===== src/rtl/fetch_stage.sv =====
// fetch_stage: LC-3b IF stage owning the PC, the imem request and the IF/ID register.
// Optional perf counters (fetch_count, stall_count) are built when FETCH_PERF_EN is defined.
`default_nettype none

module fetch_stage #(
  parameter logic [15:0] PC_RESET = 16'h0000,
  parameter logic [15:0] NOP_IR   = 16'h0000
) (
  input  logic        clk,
  input  logic        reset_n,
  input  logic        stall,
  input  logic        redirect,
  input  logic [15:0] redirect_pc,
  output logic        imem_read,
  output logic [15:0] imem_address,
  input  logic        imem_resp,
  input  logic [15:0] imem_rdata,
  output logic        if_id_valid,
  output logic [15:0] if_id_ir,
  output logic [15:0] if_id_pc
`ifdef FETCH_PERF_EN
  ,
  output logic [31:0] fetch_count,
  output logic [31:0] stall_count
`endif
);

  typedef enum logic [1:0] {
    FETCH   = 2'd0,
    HOLD    = 2'd1,
    DISCARD = 2'd2
  } state_t;

  localparam logic [15:0] PC_RESET_AL = PC_RESET & 16'hFFFE;

  state_t      state_q, state_d;
  logic [15:0] pc_q, pc_d;
  logic [15:0] disc_addr_q, disc_addr_d;
  logic        valid_q, valid_d;
  logic [15:0] ir_q, ir_d;
  logic [15:0] ifpc_q, ifpc_d;
  logic [15:0] skid_ir_q, skid_ir_d;
  logic [15:0] skid_pc_q, skid_pc_d;
  logic        read_q, read_d;
  logic        load;
  logic [15:0] pc_plus2;
  logic [15:0] redirect_al;

  always_comb begin
    state_d     = state_q;
    pc_d        = pc_q;
    disc_addr_d = disc_addr_q;
    valid_d     = valid_q;
    ir_d        = ir_q;
    ifpc_d      = ifpc_q;
    skid_ir_d   = skid_ir_q;
    skid_pc_d   = skid_pc_q;
    load        = 1'b0;
    pc_plus2    = pc_q + 16'd2;
    redirect_al = redirect_pc & 16'hFFFE;

    if (redirect) begin
      valid_d = 1'b0;
      ir_d    = NOP_IR;
      pc_d    = redirect_al;
      case (state_q)
        FETCH: begin
          // The in-flight request must still complete at its original address.
          if (!imem_resp) begin
            state_d     = DISCARD;
            disc_addr_d = pc_q;
          end
        end
        HOLD:    state_d = FETCH;
        DISCARD: if (imem_resp) state_d = FETCH;
        default: state_d = FETCH;
      endcase
    end else begin
      case (state_q)
        FETCH: begin
          if (imem_resp) begin
            pc_d = pc_plus2;
            if (!valid_q || !stall) begin
              valid_d = 1'b1;
              ir_d    = imem_rdata;
              ifpc_d  = pc_plus2;
              load    = 1'b1;
            end else begin
              skid_ir_d = imem_rdata;
              skid_pc_d = pc_plus2;
              state_d   = HOLD;
            end
          end else if (!stall) begin
            valid_d = 1'b0;
            ir_d    = NOP_IR;
          end
        end
        HOLD: begin
          if (!stall) begin
            valid_d = 1'b1;
            ir_d    = skid_ir_q;
            ifpc_d  = skid_pc_q;
            load    = 1'b1;
            state_d = FETCH;
          end
        end
        DISCARD: if (imem_resp) state_d = FETCH;
        default: state_d = FETCH;
      endcase
    end

    read_d = (state_d != HOLD);
  end

  always_ff @(posedge clk or negedge reset_n) begin
    if (!reset_n) begin
      state_q     <= FETCH;
      pc_q        <= PC_RESET_AL;
      disc_addr_q <= 16'h0000;
      valid_q     <= 1'b0;
      ir_q        <= NOP_IR;
      ifpc_q      <= 16'h0000;
      skid_ir_q   <= 16'h0000;
      skid_pc_q   <= 16'h0000;
      read_q      <= 1'b0;
    end else begin
      state_q     <= state_d;
      pc_q        <= pc_d;
      disc_addr_q <= disc_addr_d;
      valid_q     <= valid_d;
      ir_q        <= ir_d;
      ifpc_q      <= ifpc_d;
      skid_ir_q   <= skid_ir_d;
      skid_pc_q   <= skid_pc_d;
      read_q      <= read_d;
    end
  end

  assign imem_read    = read_q;
  assign imem_address = (state_q == DISCARD) ? disc_addr_q : pc_q;
  assign if_id_valid  = valid_q;
  assign if_id_ir     = ir_q;
  assign if_id_pc     = ifpc_q;

`ifdef FETCH_PERF_EN
  logic [31:0] fetch_count_q, fetch_count_d;
  logic [31:0] stall_count_q, stall_count_d;

  always_comb begin
    fetch_count_d = fetch_count_q + (load ? 32'd1 : 32'd0);
    stall_count_d = stall_count_q + ((stall && valid_q) ? 32'd1 : 32'd0);
  end

  always_ff @(posedge clk or negedge reset_n) begin
    if (!reset_n) begin
      fetch_count_q <= 32'd0;
      stall_count_q <= 32'd0;
    end else begin
      fetch_count_q <= fetch_count_d;
      stall_count_q <= stall_count_d;
    end
  end

  assign fetch_count = fetch_count_q;
  assign stall_count = stall_count_q;
`else
  logic unused_load;
  assign unused_load = load;
`endif

endmodule

`default_nettype wire


===== config.mk =====
export PLATFORM = sky130hd
export DESIGN_NAME = fetch_stage
export DESIGN_NICKNAME = d
export VERILOG_FILES = /design/src/rtl/fetch_stage.sv
export SDC_FILE = /design/constraint.sdc
export NUM_CORES = 1
export LEC_CHECK = 0
export CAP_MARGIN = 20
export CORE_MARGIN = 3
export CORE_UTILIZATION = 35
export DETAILED_ROUTE_END_ITERATION = 10
export SYNTH_ARGS = -nofsm -noshare
export SYNTH_HDL_FRONTEND = slang
export SYNTH_SLANG_ARGS = --single-unit
export TNS_END_PERCENT = 100

===== constraint.sdc =====
create_clock -name clk -period 3.7 [get_ports clk]
set_clock_uncertainty 0.05 [all_clocks]
set_input_delay 0.37 -clock clk [delete_from_list [all_inputs] [get_ports clk]]
set_output_delay 0.37 -clock clk [all_outputs]
set_load 0.01 [all_outputs]

# Word level (Yosys, flattened, before mapping)
# Cells that the tools add are included.
classes:
  n_addsub: 1
  eq_ne: 9
  n_mux: 28
  bitwise_logic: 3
  reduce_logical: 13
op_table:
  columns: ["operator", "count"]
  rows:
  - ["$mux W16", 12]
  - ["$pmux W16 S2", 2]
  - ["$add A16 B2 Y16 const B", 1]
  - ["$mux W2", 6]
  - ["$ne A4 B4 Y1 const B", 2]
  - ["$reduce_and A4 Y1", 2]
  - ["$ne A2 B2 Y1 const B", 3]
  - ["$pmux W2 S3", 1]
  - ["$reduce_bool A2 Y1", 3]
  - ["$mux W1", 5]
  - ["$reduce_and A5 Y1", 1]
  - ["$pmux W2 S2", 1]
  - ["$ne A3 B3 Y1 const B", 1]
  - ["$not A1 Y1", 3]
  - ["$reduce_and A3 Y1", 1]
  - ["$reduce_bool A3 Y1", 1]
  - ["$eq A2 B1 Y1 const B", 1]
  - ["$eq A2 B2 Y1 const B", 1]
  - ["$logic_not A1 Y1", 2]
  - ["$logic_not A2 Y1", 1]
  - ["$ne A2 B1 Y1 const B", 1]
  - ["$pmux W1 S2", 1]
  - ["$reduce_and A2 Y1", 1]
  - ["$logic_or A1 B1 Y1", 1]
totals:
  register_bits: 100
  input_bits: 37
  out_inout_bits: 50
  elab_cells: 63

# Longest topological paths before layout
logic_depth:
  ltp_word: 7
  mapped_depth: 7
  mapped_depth_nobuf: 5

# Least setup slack after synthesis
# Ideal clock, no wire load.
synth_timing:
  path_type: "register to output"
  from: "register state_q[1]"
  to: "output imem_address[10]"
  arrival_time_ps: 1564
  required_ps: 3280
  slack_ps: 1716
  stages_incl_launch_ff: 5
  n_path_buf: 2
  path_cell_list: "dfrtp_1 -> nor2b_1 -> clkbuf_1 -> clkbuf_1 -> mux2_2"
synth_between:
  elab_chain_len: 2
synth_lines:
  columns: ["item", "line", "source"]
  rows:
  - ["start, declared", "36", "state_t state_q, state_d;"]
  - ["start signal, assigned", "127", "state_q <= state_d;"]
  - ["$eq A2 B2 Y1", "140", "assign imem_address = (state_q == DISCARD) ? disc_addr_q : pc_q;"]
  - ["$mux W16", "140", null]
  - ["end, declared", "15", "output logic [15:0] imem_address,"]
# No other way between the ends.

# Worst setup path in the final report
layout_timing:
  from: "register state_q[1]"
  to: "output imem_address[6]"
# Same word-level chain as after synthesis.

==> run summary <==
The most common flop cell mapped by yosys was sky130_fd_sc_hd__dfrtp_1. The number of enable flip-flop cells after synthesis came out at 0. The die covers 14800 µm². The logs give 10700 µm for the wire length after detailed routing and 0.462 for the share of the core filled with cells in the final layout.

The share of flip-flops with an asynchronous set or reset after synthesis works out to 1.00. Final period utilization: 0.691. The type of the setup path with the least slack is reg -> out. TritonCTS built the clock tree. The Yosys step of the flow raised 0 warnings. The worst setup path is launched from a flop. Port buffering added 83 buffers. At the worst endpoint, the required time is 3.28 ns. The actual slew at the worst max-slew pin works out to 0.939 ns.

The run gives 0 as the count of antenna diodes in the layout. The logs give 0 for the count of antenna-violating nets left after detailed routing and 0 for the post-detailed-route DRC marker count. The run gives 0 as the final count of negative-setup-slack endpoints. Among cell families on the critical path, the largest total delay comes from buffers and inverters. The tightest hold margin is -0.0153 ns, and the row count is 41. For this design the static power due to leakage is 2.42 nW. After the last flow step, the layout net total stands at 552.

The tree is rooted in a sky130_fd_sc_hd__clkbuf_16. The logs give 448 for the cell count after synthesis and 0 for the count of buffers added by post-CTS timing repair for setup. The standard cell core area was 12800 µm². The switching power as a share of total power is 0.282.

Of all nets on the critical path, the largest fanout is 17. The total number of vias is 3496, and the via density per instance is 5.06. The total overflow left after global routing is 0. The fraction of power consumed by combinational cells came out at 0.212. The number of clock sinks was 96; the power density over the cells was 509 nW/µm².

For the worst-skew pair, the clock arrives at the later sink with an insertion delay of 0.36 ns. The logs give 38 for the number of hold violations in the final report and 3.01 mW for the total design power. The proportion of layout cells with a drive suffix above 1 was 0.154.

The worst slew margin relative to its limit is 0.371. The proportion of synthesized chip area in sequential cells came out at 0.513. For the final weighted congestion of routability-driven global placement, the log shows 0.764.

The layout-stage area growth over the synthesis result was 26.4%. Dividing the synthesized area by the synthesized cell count gives 10.5 µm². Sequential power share: 0.465. The count of max-cap constraint violations is 0, and the highest ir drop seen on vdd is 0.000205 V. Wire length of the first global-routing pass: 17900 µm.

The run gives 3471 as the via count of the first global-routing pass. The detailed router finished its first iteration with 162 violations. The power dissipated by switching net loads was 849 µW; the share of power burned in the clock network was 0.323. Summing all placed instances gives a cell area of 5610 µm². The placed wire-length estimate after detailed placement came out at 7440 µm. Quantity of hold-fixing buffers added after cts: 0.

Setup repair after global routing left no endpoint under its margin. The post-route setup TNS was 0 ns. Together, buffers and inverters on the worst path number 2.

The endpoint class of the critical path is an output pin. The logs give 0 for the number of gates resized after cts and 4680 µm² for the post-synthesis instance area. The checks that failed: hold timing. For this run, the detailed router's first-pass iteration total came to 4. The most area-hungry cell type in the Yosys netlist is sky130_fd_sc_hd__dfrtp_1. The overall global routing resource usage was 0.154; the number of buffers created by CTS was 9. The per-cell routed wire length was 15.5 µm. The synthesized design contains 96 register bits. The die is 122 µm tall. The run gives 0 as the number of antenna violations at the first check in global routing.

For the number of pins with negative max-slew slack in the final report, the log shows 0. The worst endpoint data arrival time was 2.14 ns. Peak per-stage delay on the critical path: 0.50 ns. The area share of the leading cell type in the synthesized netlist is 0.513, and the die extent in x is 122 µm.

The final standard cell area without fillers was 5920 µm². The tools report the peak clock frequency supported by timing as 0.391 GHz. The signal on the critical path passes through nor2b_1, buf_4, mux2_2, clkdlybuf4s50_1. The logs give 46 for the number of distinct library cells after synthesis and 3 for the H-tree depth. Time the final worst path needs with I/O delays and setup: 2.56 ns. During I/O placement, the number of pins put on the boundary was 87.

The flow ran to the end, but the final reports show violations. In the post-synthesis netlist, the biggest area contributors are sky130_fd_sc_hd__dfrtp_1 (51%), sky130_fd_sc_hd__mux2_2 (11%), sky130_fd_sc_hd__nand2_1 (4.2%). Deepest clock path buffer count: 2. The run gives 50 as the pin count of the biggest net entering global routing. The initial core utilization is 0.365. The class of the tightest hold or removal check was in -> async. Internal power comes to 2.16 mW. Clock-pin slew was measured on the worst setup and hold paths at 0.07 ns.

The worst-path cell with the longest stage delay is sky130_fd_sc_hd__dfrtp_1.
==> area by class of cell <==
class,instances,area [µm²]
fillers,1234,6900
flip-flops and latches,96,2400
multi-input cells,310,2080
repair buffers,91,888
clock buffers,9,225
well taps,172,215
clock inverters,7,83.8
inverters,6,22.5
==> final timing paths <==
| kind | from | endpoint | slack (ns) | depth (start not counted) |
|---|---|---|---|---|
| setup / recovery | state_q[1] | imem_address[6] | 1.14 | 4 |
| hold / removal | reset_n | disc_addr_q[9] | -0.02 | 1 |
| setup reg to reg | pc_q[1] | if_id_pc[15] | 1.25 | 5 |
| hold reg to reg | if_id_pc[1] | if_id_pc[1] | 0.42 | 2 |
| max in group asynchronous | reset_n | skid_pc_q[10] | 2.82 | 2 |
| min in group clk | if_id_pc[1] | if_id_pc[1] | 0.42 | 2 |
==> metal layers <==
metal  share of wire  up-vias  wire length (µm)  track usage
met4           0.015        0               165       0.0462
met5               0        -                 0            0
met3           0.044       13               466       0.0460
li1                -     1703                 -            -
met2            0.44       78              4710        0.227
met1            0.50     1702              5350        0.221
==> cell usage in the layout, fill, tap and decap left out, types with 3 or more instances in the layout <==
cell                               n
sky130_fd_sc_hd__xor2_1            8
sky130_fd_sc_hd__o211ai_1          5
sky130_fd_sc_hd__a21oi_1          21
sky130_fd_sc_hd__nand4_1           4
sky130_fd_sc_hd__buf_4             9
sky130_fd_sc_hd__mux2_2           44
sky130_fd_sc_hd__clkbuf_16         9
sky130_fd_sc_hd__or4_4             3
sky130_fd_sc_hd__nand2_1          53
sky130_fd_sc_hd__o31ai_1           8
sky130_fd_sc_hd__and3_1            9
sky130_fd_sc_hd__xnor2_1          15
sky130_fd_sc_hd__and2_1            3
sky130_fd_sc_hd__nor3_1            9
sky130_fd_sc_hd__nor2_1           26
sky130_fd_sc_hd__or4_1             3
sky130_fd_sc_hd__nand3_1          17
sky130_fd_sc_hd__inv_1             6
sky130_fd_sc_hd__a211oi_1          4
sky130_fd_sc_hd__clkdlybuf4s50_1  82
sky130_fd_sc_hd__dfrtp_1          96
sky130_fd_sc_hd__o21ai_0          30
sky130_fd_sc_hd__nor4_1            7
sky130_fd_sc_hd__nor2b_1           3
sky130_fd_sc_hd__a21o_1            3
sky130_fd_sc_hd__mux2i_1          15
==> registers in the layout, summed over array words and instances (netlist names) <==
signal,cells
if_id_ir,16
disc_addr_q,15
skid_ir_q,16
imem_read,1
state_q,2
skid_pc_q,15
if_id_valid,1
if_id_pc,15
pc_q,15
==> worst register-to-register path, stage by stage, from the launching register on <==
cell and delay, ns:
sky130_fd_sc_hd__dfrtp_1 0.53, sky130_fd_sc_hd__ha_1 0.28, sky130_fd_sc_hd__nand3_1 0.38, sky130_fd_sc_hd__or4_4 0.63, sky130_fd_sc_hd__or4_1 0.41, sky130_fd_sc_hd__nand3_1 0.09
==> through the flow <==
step	instances	hold slack (ns)	setup slack, ns
final	691	-0.0153	1.14
after global routing	691	0.0357	0.966
after global placement	675	0.381	0.846
after floorplan	449	0.0244	1.72
after detailed placement	675	0.388	0.812
after CTS	691	0.00340	1.13
==> kinds of logic (layout without fill, tap and decap cells) <==
kind of cell	count (synthesis)	in the layout	synth area share
fa+ha+maj	1	1	0.00267
flops	96	96	0.513
compound gates	76	76	0.0959
buf+inv	43	113	0.0433
mux	60	60	0.140
other cells	1	2	0.000801
simple gates	148	148	0.161
xor+xnor	23	23	0.0430
==> power by group through the flow <==
stage	clock network (mW)	logic [mW]	registers, mW
floorplan	0	0.359	1.40
global placement	0	0.634	1.41
detailed placement	0	0.646	1.42
CTS	0.998	0.649	1.40
global route	1.05	0.707	1.43
finish	0.974	0.637	1.40
==> synthesized netlist by cell type (all sizes together) (2+ instances only) <==
master  instances
dfrtp          96
nand2          53
mux2           45
o21ai          30
nor2           26
a21oi          21
buf            19
clkbuf         18
nand3          17
mux2i          15
xnor2          15
nor3           11
and3            9
o31ai           8
xor2            8
nor4            7
inv             6
or4             6
nand4           5
o211ai          5
a211oi          4
nor2b           4
a21o            3
and2            3
nand2b          2
o31a            2
Note: power is estimated with default switching activity, not from simulation.
